## config.mk

```make
export PLATFORM = sky130hd
export DESIGN_NAME = alu_operand_fetch
export DESIGN_NICKNAME = d
export VERILOG_FILES = /design/src/rtl/alu_operand_fetch.sv
export SDC_FILE = /design/constraint.sdc
export NUM_CORES = 1
export LEC_CHECK = 0
export ABC_AREA = 1
export BUFFER_PORTS_ARGS = -buffer_cell sky130_fd_sc_hd__buf_2
export CELL_PAD_IN_SITES_DETAIL_PLACEMENT = 1
export CELL_PAD_IN_SITES_GLOBAL_PLACEMENT = 1
export CORE_AREA = 2 2 297 299
export DETAILED_ROUTE_END_ITERATION = 10
export DIE_AREA = 0 0 299 301
export PLACE_DENSITY_LB_ADDON = 0.1
export SYNTH_ARGS = -nofsm -noshare
export SYNTH_HDL_FRONTEND = slang
export SYNTH_SLANG_ARGS = --single-unit
```

## constraint.sdc

```tcl
create_clock -name clk -period 1.9 [get_ports clk]
set_input_delay 0.095 -clock clk [delete_from_list [all_inputs] [get_ports clk]]
set_output_delay 0.095 -clock clk [all_outputs]
set_load 0.005 [all_outputs]
```

## src/rtl/alu_operand_fetch.sv

```systemverilog
// Operand fetch ahead of the ALU: decode, register read with writeback
// bypass, RAW scoreboard and a two-entry output buffer.
module alu_operand_fetch #(
   parameter int LEN  = 32,
   parameter int NREG = 16
) (
   input  logic           clk,
   input  logic           rst_n,
   input  logic           in_valid,
   output logic           in_ready,
   input  logic [31:0]    instr,
   output logic           out_valid,
   input  logic           out_ready,
   output logic [3:0]     opcode,
   output logic [LEN-1:0] r2,
   output logic [LEN-1:0] r3,
   output logic [3:0]     rd,
   input  logic           wb_en,
   input  logic [3:0]     wb_rd,
   input  logic [LEN-1:0] wb_data,
   input  logic [3:0]     wb_flags,
   output logic [3:0]     flags_q,
   output logic           illegal
);

   typedef struct packed {
      logic [3:0]     op;
      logic [3:0]     rd;
      logic [LEN-1:0] a;
      logic [LEN-1:0] b;
   } entry_t;

   logic [LEN-1:0] regs_q [NREG];
   logic [NREG-1:0] busy_q;
   logic [NREG-1:0] busy_d;
   logic [NREG-1:0] clr_mask;
   logic [NREG-1:0] set_mask;
   logic [NREG-1:0] busy_eff;
   entry_t          mem_q [2];
   logic            wr_ptr_q;
   logic            rd_ptr_q;
   logic [1:0]      count_q;
   logic [1:0]      count_d;
   logic            illegal_q;

   logic [3:0]  f_op;
   logic [3:0]  f_rd;
   logic [3:0]  f_rs;
   logic [3:0]  f_rt;
   logic        f_isel;
   logic [14:0] f_imm;
   logic        legal;
   logic        hazard;
   logic        accept;
   logic        push;
   logic        pop;
   entry_t      push_ent;
   entry_t      head;

   assign f_op   = instr[31:28];
   assign f_rd   = instr[27:24];
   assign f_rs   = instr[23:20];
   assign f_rt   = instr[19:16];
   assign f_isel = instr[15];
   assign f_imm  = instr[14:0];

   function automatic logic [LEN-1:0] rdata(input logic [3:0] idx);
      logic [LEN-1:0] v;
      v = regs_q[idx];
      if (idx == 4'd0) begin
         v = '0;
      end else if (wb_en && wb_rd == idx) begin
         v = wb_data;
      end
      return v;
   endfunction

   assign legal = (f_op <= 4'd8);

   // A register retiring this cycle no longer blocks issue.
   always_comb begin
      clr_mask = '0;
      if (wb_en) begin
         clr_mask = {{(NREG-1){1'b0}}, 1'b1} << wb_rd;
      end
      busy_eff = busy_q & ~clr_mask;
   end

   assign hazard = busy_eff[f_rs]
                 | (busy_eff[f_rt] & ~f_isel)
                 | busy_eff[f_rd];

   assign in_ready = (count_q != 2'd2) & ~(in_valid & hazard);
   assign accept   = in_valid & in_ready;
   assign push     = accept & legal;
   assign pop      = out_valid & out_ready;

   always_comb begin
      push_ent.op = f_op;
      push_ent.rd = f_rd;
      push_ent.a  = rdata(f_rs);
      push_ent.b  = rdata(f_rt);
      if (f_isel) begin
         push_ent.b = {{(LEN-15){f_imm[14]}}, f_imm};
      end
   end

   always_comb begin
      set_mask = '0;
      if (push && f_rd != 4'd0) begin
         set_mask = {{(NREG-1){1'b0}}, 1'b1} << f_rd;
      end
      busy_d = (busy_q & ~clr_mask) | set_mask;
   end

   always_comb begin
      count_d = count_q;
      unique case ({push, pop})
         2'b10:   count_d = count_q + 2'd1;
         2'b01:   count_d = count_q - 2'd1;
         default: count_d = count_q;
      endcase
   end

   always_ff @(posedge clk or negedge rst_n) begin
      if (!rst_n) begin
         for (int i = 0; i < NREG; i++) begin
            regs_q[i] <= '0;
         end
         flags_q <= '0;
      end else if (wb_en) begin
         if (wb_rd != 4'd0) begin
            regs_q[wb_rd] <= wb_data;
         end
         flags_q <= wb_flags;
      end
   end

   always_ff @(posedge clk or negedge rst_n) begin
      if (!rst_n) begin
         busy_q    <= '0;
         count_q   <= '0;
         wr_ptr_q  <= 1'b0;
         rd_ptr_q  <= 1'b0;
         illegal_q <= 1'b0;
         mem_q[0]  <= '0;
         mem_q[1]  <= '0;
      end else begin
         busy_q    <= busy_d;
         count_q   <= count_d;
         illegal_q <= accept & ~legal;
         if (push) begin
            mem_q[wr_ptr_q] <= push_ent;
            wr_ptr_q        <= ~wr_ptr_q;
         end
         if (pop) begin
            rd_ptr_q <= ~rd_ptr_q;
         end
      end
   end

   assign head      = mem_q[rd_ptr_q];
   assign out_valid = (count_q != 2'd0);
   assign opcode    = head.op;
   assign rd        = head.rd;
   assign r2        = head.a;
   assign r3        = head.b;
   assign illegal   = illegal_q;

endmodule

```

# == Yosys cells after proc, flatten, opt, wreduce, memory -nomap -nowiden ==
# Index checks and enable logic that the tools add are counted.
# W data, S select, Z words.
# totals
input_bits,77
out_inout_bits,79
elab_cells,113
register_bits,681
# op_classes
n_mux,29
n_addsub,2
eq_ne,5
shift,2
n_lt_le_gt_ge,11
bitwise,22
reduce_logical,12
# op_table
cell,count
$bwmux W512,1
$mux W32,10
$mux W72,4
$bmux W32 S4,2
$bwmux W144,1
$demux W32 S4,1
$demux W72 S1,1
$mux W16,2
$shl A1 B4 Y16 const A,2
$and A16 B16 Y16,1
$not A16 Y16,1
$or A16 B16 Y16,1
$ge A5 B5 Y1 const B,3
$lt A4 B5 Y1 const B,3
$not A4 Y5,3
$bmux W1 S4,3
$eq A4 B4 Y1,2
$logic_not A4 Y1,2
$reduce_bool A4 Y1,2
$and A1 B1 Y1,7
$logic_and A1 B1 Y1,5
$lt A5 B1 Y1 const B,1
$not A1 Y1,5
$ge A2 B2 Y1 const B,2
other kinds (13),18

# == Longest topological paths before layout ==
# logic_depth
depth_word,17
depth_mapped,21

# == Worst setup path after synthesis ==
# Ideal clock, no wire load.
# synth_path
path_kind,input -> register
startpoint,in wb_rd[2]
endpoint,reg count_q[1]
n_path_buf,2
t_arrival_ns,2.139
path_stages,21
slack_ns,-0.370
t_required_ns,1.769
cell_sequence,buf_2 > inv_1 > nor2_2 > nand3_1 > nand2_1 > nand2_1 > nand2_1 > inv_1 > nand2_1 > nand2_1 > nand2_1 > inv_1 > nand2_1 > nand2_1 > nor2_2 > nand4_1 > clkbuf_1 > ha_1 > a21oi_1 > o21ai_0 > xor2_1
# synth_between
elab_chain_len,16
word_cells_on_any_way,22
classes_between,2 x eq/ne; 1 x shift; 8 x mux; 10 x bitwise; 1 x reduce/logical
# synth_lines
element,line,text
from (decl),19,"input logic [3:0] wb_rd,"
$shl A1 B4 Y16 (*),84,"clr_mask = {{(NREG-1){1'b0}}, 1'b1} << wb_rd;"
$mux W16 (*),83,if (wb_en) begin
$not A16 Y16 (*),86,busy_eff = busy_q & ~clr_mask;
$and A16 B16 Y16 (*),86,
$bmux W1 S4,90,| (busy_eff[f_rt] & ~f_isel)
$mux W1 (implied by the code),90,
$and A1 B1 Y1,90,
$or A1 B1 Y1,90,
$or A1 B1 Y1 (*),91,| busy_eff[f_rd];
$and A1 B1 Y1 (*),93,assign in_ready = (count_q != 2'd2) & ~(in_valid & hazard);
$not A1 Y1 (*),93,
$and A1 B1 Y1 (*),93,
$and A1 B1 Y1 (*),94,assign accept = in_valid & in_ready;
$and A1 B1 Y1 (*),95,assign push = accept & legal;
$eq A2 B1 Y1 or $eq A2 B2 Y1 (tied branches),118,"unique case ({push, pop})"
$pmux W2 S2 or $reduce_bool A2 Y1 (tied branches),n/a,
to (signal assigned),150,count_q <= count_d;
to (decl),42,logic [1:0] count_q;
# Every way passes the cells marked *; elsewhere a longest branch is shown, timed or not. The select of a mux whose other input is x is not followed.
# A chain may end at the register's enable or synchronous reset.

# == Worst setup path after layout ==
# layout_path
startpoint,reg busy_q[6]
endpoint,reg count_q[1]
# layout_between
elab_chain_len,13
word_cells_on_any_way,19
classes_between,2 x eq/ne; 7 x mux; 9 x bitwise; 1 x reduce/logical
# layout_lines
element,line,text
from (decl),34,logic [NREG-1:0] busy_q;
from (signal assigned),149,busy_q <= busy_d;
$and A16 B16 Y16 (*),86,
$bmux W1 S4,90,
$mux W1 (implied by the code),90,
$and A1 B1 Y1,90,
$or A1 B1 Y1,90,
$or A1 B1 Y1 (*),91,
$and A1 B1 Y1 (*),93,
$not A1 Y1 (*),93,
$and A1 B1 Y1 (*),93,
$and A1 B1 Y1 (*),94,
$and A1 B1 Y1 (*),95,
$eq A2 B1 Y1 or $eq A2 B2 Y1 (tied branches),118,
$pmux W2 S2 or $reduce_bool A2 Y1 (tied branches),n/a,
# Marked as above.

==> out/qor.txt <==
Hold Startpoint: wb_rd[3]
Worst Path Required: 2.46 ns
CP Data Arrival Time: 3.14 ns
Hold Crit Endpoint: busy_q[8]$_DFF_PN0_
Chip Height: 301 um
Ratio of final minimum period to clock period: 136%
Core area: 86500 um^2
TritonCTS clock tree: yes
Share of cells above drive strength 1: 20.6%
Relative slew slack: 28.5%
Violations in the final reports: setup timing
Core Rows: 108
Most frequent cells in the layout: nand2_1 (903), o21ai_0 (821), dfrtp_1 (678)
Initial antenna violation count: 3
Routed via count: 38200
GRT overflow: 0
Clk_lat worst skew: 0.67 ns
Final Hold Fails: 0
Post-synth EDFFs: 0
Sequential fraction of the synthesis area: 47.1%
Max-slew violation count: 0
DR iter-0 viols: 3797
Total GRT Usage: 36.1%
Mapped Cells: 4676
Fin Clk Skew: 0.0317 ns
Crit path time final: 2.58 ns
Post-route cell area: 47200 um^2
Vias in the first global route: 38100
R2R depth: 18
CP max FO: 3
#FFs+latches synth: 681
Final wirelength: 175000 um
H-tree depth: 3
DRT Pass-1 Iters: 8
Yosys warns: 0
Antenna Cells: 0
Gpl congestion: 0.906
DP Area: 41000 um^2
Pin count of the biggest net entering global routing: 79
Hold slack: 0.0349 ns
First-pass GRT wire length: 246000 um
Die Area: 90000 um^2
WHS Path Cells: 6
Syn Nets: 4754
Layout Nets: 5090
Primary FF master, synth: dfrtp_1
# DRC: 0
VDD IR-drop max: 0.00176 V
Critical path capture point type: flop
Worst Max-Slew Pin Slew: 1.07 ns
DIE WIDTH: 299 um
Clock Tree Buf Depth: 3
Area grow syn2layout: 30.4%
Final setup vio count: 232
Reg2reg start: busy_q[6]$_DFF_PN0_
Outcome: finished, violations left
Distinct cell type count after synthesis: 33
Fmax: 388 MHz
Antenna Nets Post-Route: 0
Most common cell after layout, fill and taps aside: nand2_1
Clock Pin Slew Worst Setup and Hold Paths: 0.07 ns
CP startpoint kind: flop
PnR Total Power: 58.1 mW
FF-to-FF setup slack: -0.68 ns
MaxCap Viol Count: 0
Starting Density: 41.8%
Setup WS post-layout: -0.678 ns
Post-Syn Area: 36200 um^2
DP Wirelength: 103000 um
Asr flop ratio synth: 100%
WL/cell: 28.1 um
Crit Path Category: reg2reg
Cts bufs inserted: 80
Clock sink total: 681
Syn Area/Cell: 7.73 um^2
Leak Pwr: 21.5 nW
Via density: 6.12
Total I/O pin count: 156
Reg-to-reg endpoint: count_q[1]$_DFFE_PN0P_
Clk root buf: clkbuf_16
Power Density: 1230 nW/um^2
Min-delay worst type: in2reg
RSZ-0062 raised after global routing: yes
Fillers: 10100
I/O Buffers: 155
[stage by stage]
stage | TNS (ns) | util, % | cells | setup slack [ns]
2_1_floorplan | -0.128 | - | 4676 | -0.128
3_3_place_gp | -94.93 | 47.5 | 5949 | -0.677
3_5_place_dp | -118.69 | 47.5 | 5949 | -0.784
4_1_cts | -70.53 | 52.3 | 6194 | -0.447
5_1_grt | -121.00 | 54.5 | 6230 | -0.808
6_report | -101.20 | 54.5 | 6230 | -0.678
[where the power goes]
group	switching (mW)	leakage [nW]	total [mW]	internal, mW
sequential	2.56	8.53	20.9	18.3
clock	6.85	1.34	16.3	9.42
combinational	12.6	11.6	20.9	8.35
total	22.0	21.5	58.1	36.1
[synthesized netlist by cell type (all sizes together), types with 7 or more instances]
| master | count | area, um^2 |
|---|---|---|
| nand2 | 973 | 3650 |
| o21ai | 890 | 4450 |
| dfrtp | 681 | 17000 |
| inv | 515 | 1930 |
| clkbuf | 381 | 1430 |
| a21oi | 320 | 1600 |
| nand3 | 195 | 976 |
| o221ai | 149 | 1310 |
| o21bai | 144 | 1080 |
| o211ai | 112 | 841 |
| nor2 | 111 | 437 |
| buf | 66 | 313 |
| o2111ai | 32 | 280 |
| a221oi | 26 | 228 |
| nand4 | 26 | 163 |
| a22oi | 22 | 165 |
| a31oi | 7 | 43.8 |
| a41oi | 7 | 61.3 |
[kinds of logic after synthesis]
family	count (synthesis)	share of synthesized area (%)
compound gates	1714	27.9
simple gates	1306	14.5
buf+inv	965	10.2
flops	681	47.1
xor+xnor	5	0.121
mux	4	0.125
fa+ha+maj	1	0.0346
[critical path: stages (launching register included)]
cell,delay (ns)
dfrtp_1,0.41
inv_1,0.12
nor2_4,0.05
nand2_1,0.13
nand2_1,0.09
inv_1,0.06
nand2_1,0.05
nand2_1,0.06
nand2_1,0.05
nand2_1,0.07
nand2_2,0.07
nor2_4,0.16
buf_6,0.11
nand4_1,0.14
buf_6,0.21
ha_4,0.28
a21oi_2,0.04
o21ai_1,0.12
xor2_1,0.25
[sequential cells by signal, indices dropped and copies added (netlist names)]
register / flops
regs_q: 512
mem_q: 144
busy_q: 16
flags_q: 4
count_q: 2
illegal: 1
rd_ptr_q: 1
wr_ptr_q: 1
[final cells by class]
class | count | area [um^2] | share of cell area [%]
clock buffer | 127 | 2490 | 5.28
clock inverter | 18 | 226 | 0.480
inverter | 518 | 1960 | 4.15
multi-input combinational | 3030 | 17000 | 36.0
sequential | 681 | 17100 | 36.1
tap | 1155 | 1450 | 3.06
timing repair buffer | 701 | 7010 | 14.9
[layer usage]
layer / vias to the layer above / global-route usage [%] / part of all wire (%)
li1: 16500 / - / -
met1: 19300 / 48.6 / 41
met2: 1798 / 58.3 / 47
met3: 506 / 5.97 / 7.9
met4: 4 / 13.9 / 4.9
met5: - / 0 / 0.017
[worst max path at each step]
| stage | start | to | slack (ns) | cells past startpoint |
|---|---|---|---|---|
| 3_3_place_gp | wb_rd[0] | busy_q[5]$_DFF_PN0_ | -0.68 | 21 |
| 4_1_cts | busy_q[1]$_DFF_PN0_ | in_ready | -0.45 | 13 |
| 6_report | busy_q[6]$_DFF_PN0_ | count_q[1]$_DFFE_PN0P_ | -0.68 | 18 |
| 3_5_place_dp | wb_rd[0] | mem_q[115]$_DFFE_PN0P_ | -0.78 | 17 |
| 2_1_floorplan | wb_rd[2] | count_q[1]$_DFFE_PN0P_ | -0.13 | 21 |
| 5_1_grt | busy_q[6]$_DFF_PN0_ | count_q[1]$_DFFE_PN0P_ | -0.81 | 18 |
[timing repair]
| item | 4_1_cts | 5_1_grt |
|---|---|---|
| buffers inserted | 17 | 27 |
| endpoints found under the setup margin | 228 | 230 |
| cloned | 13 | 19 |
| pin swaps | 46 | 155 |
| gates resized for setup | 57 | 392 |
| hold buffers | 71 | 0 |
| endpoints found under the hold margin | 520 | 0 |
(Power assumes the default switching activity.)
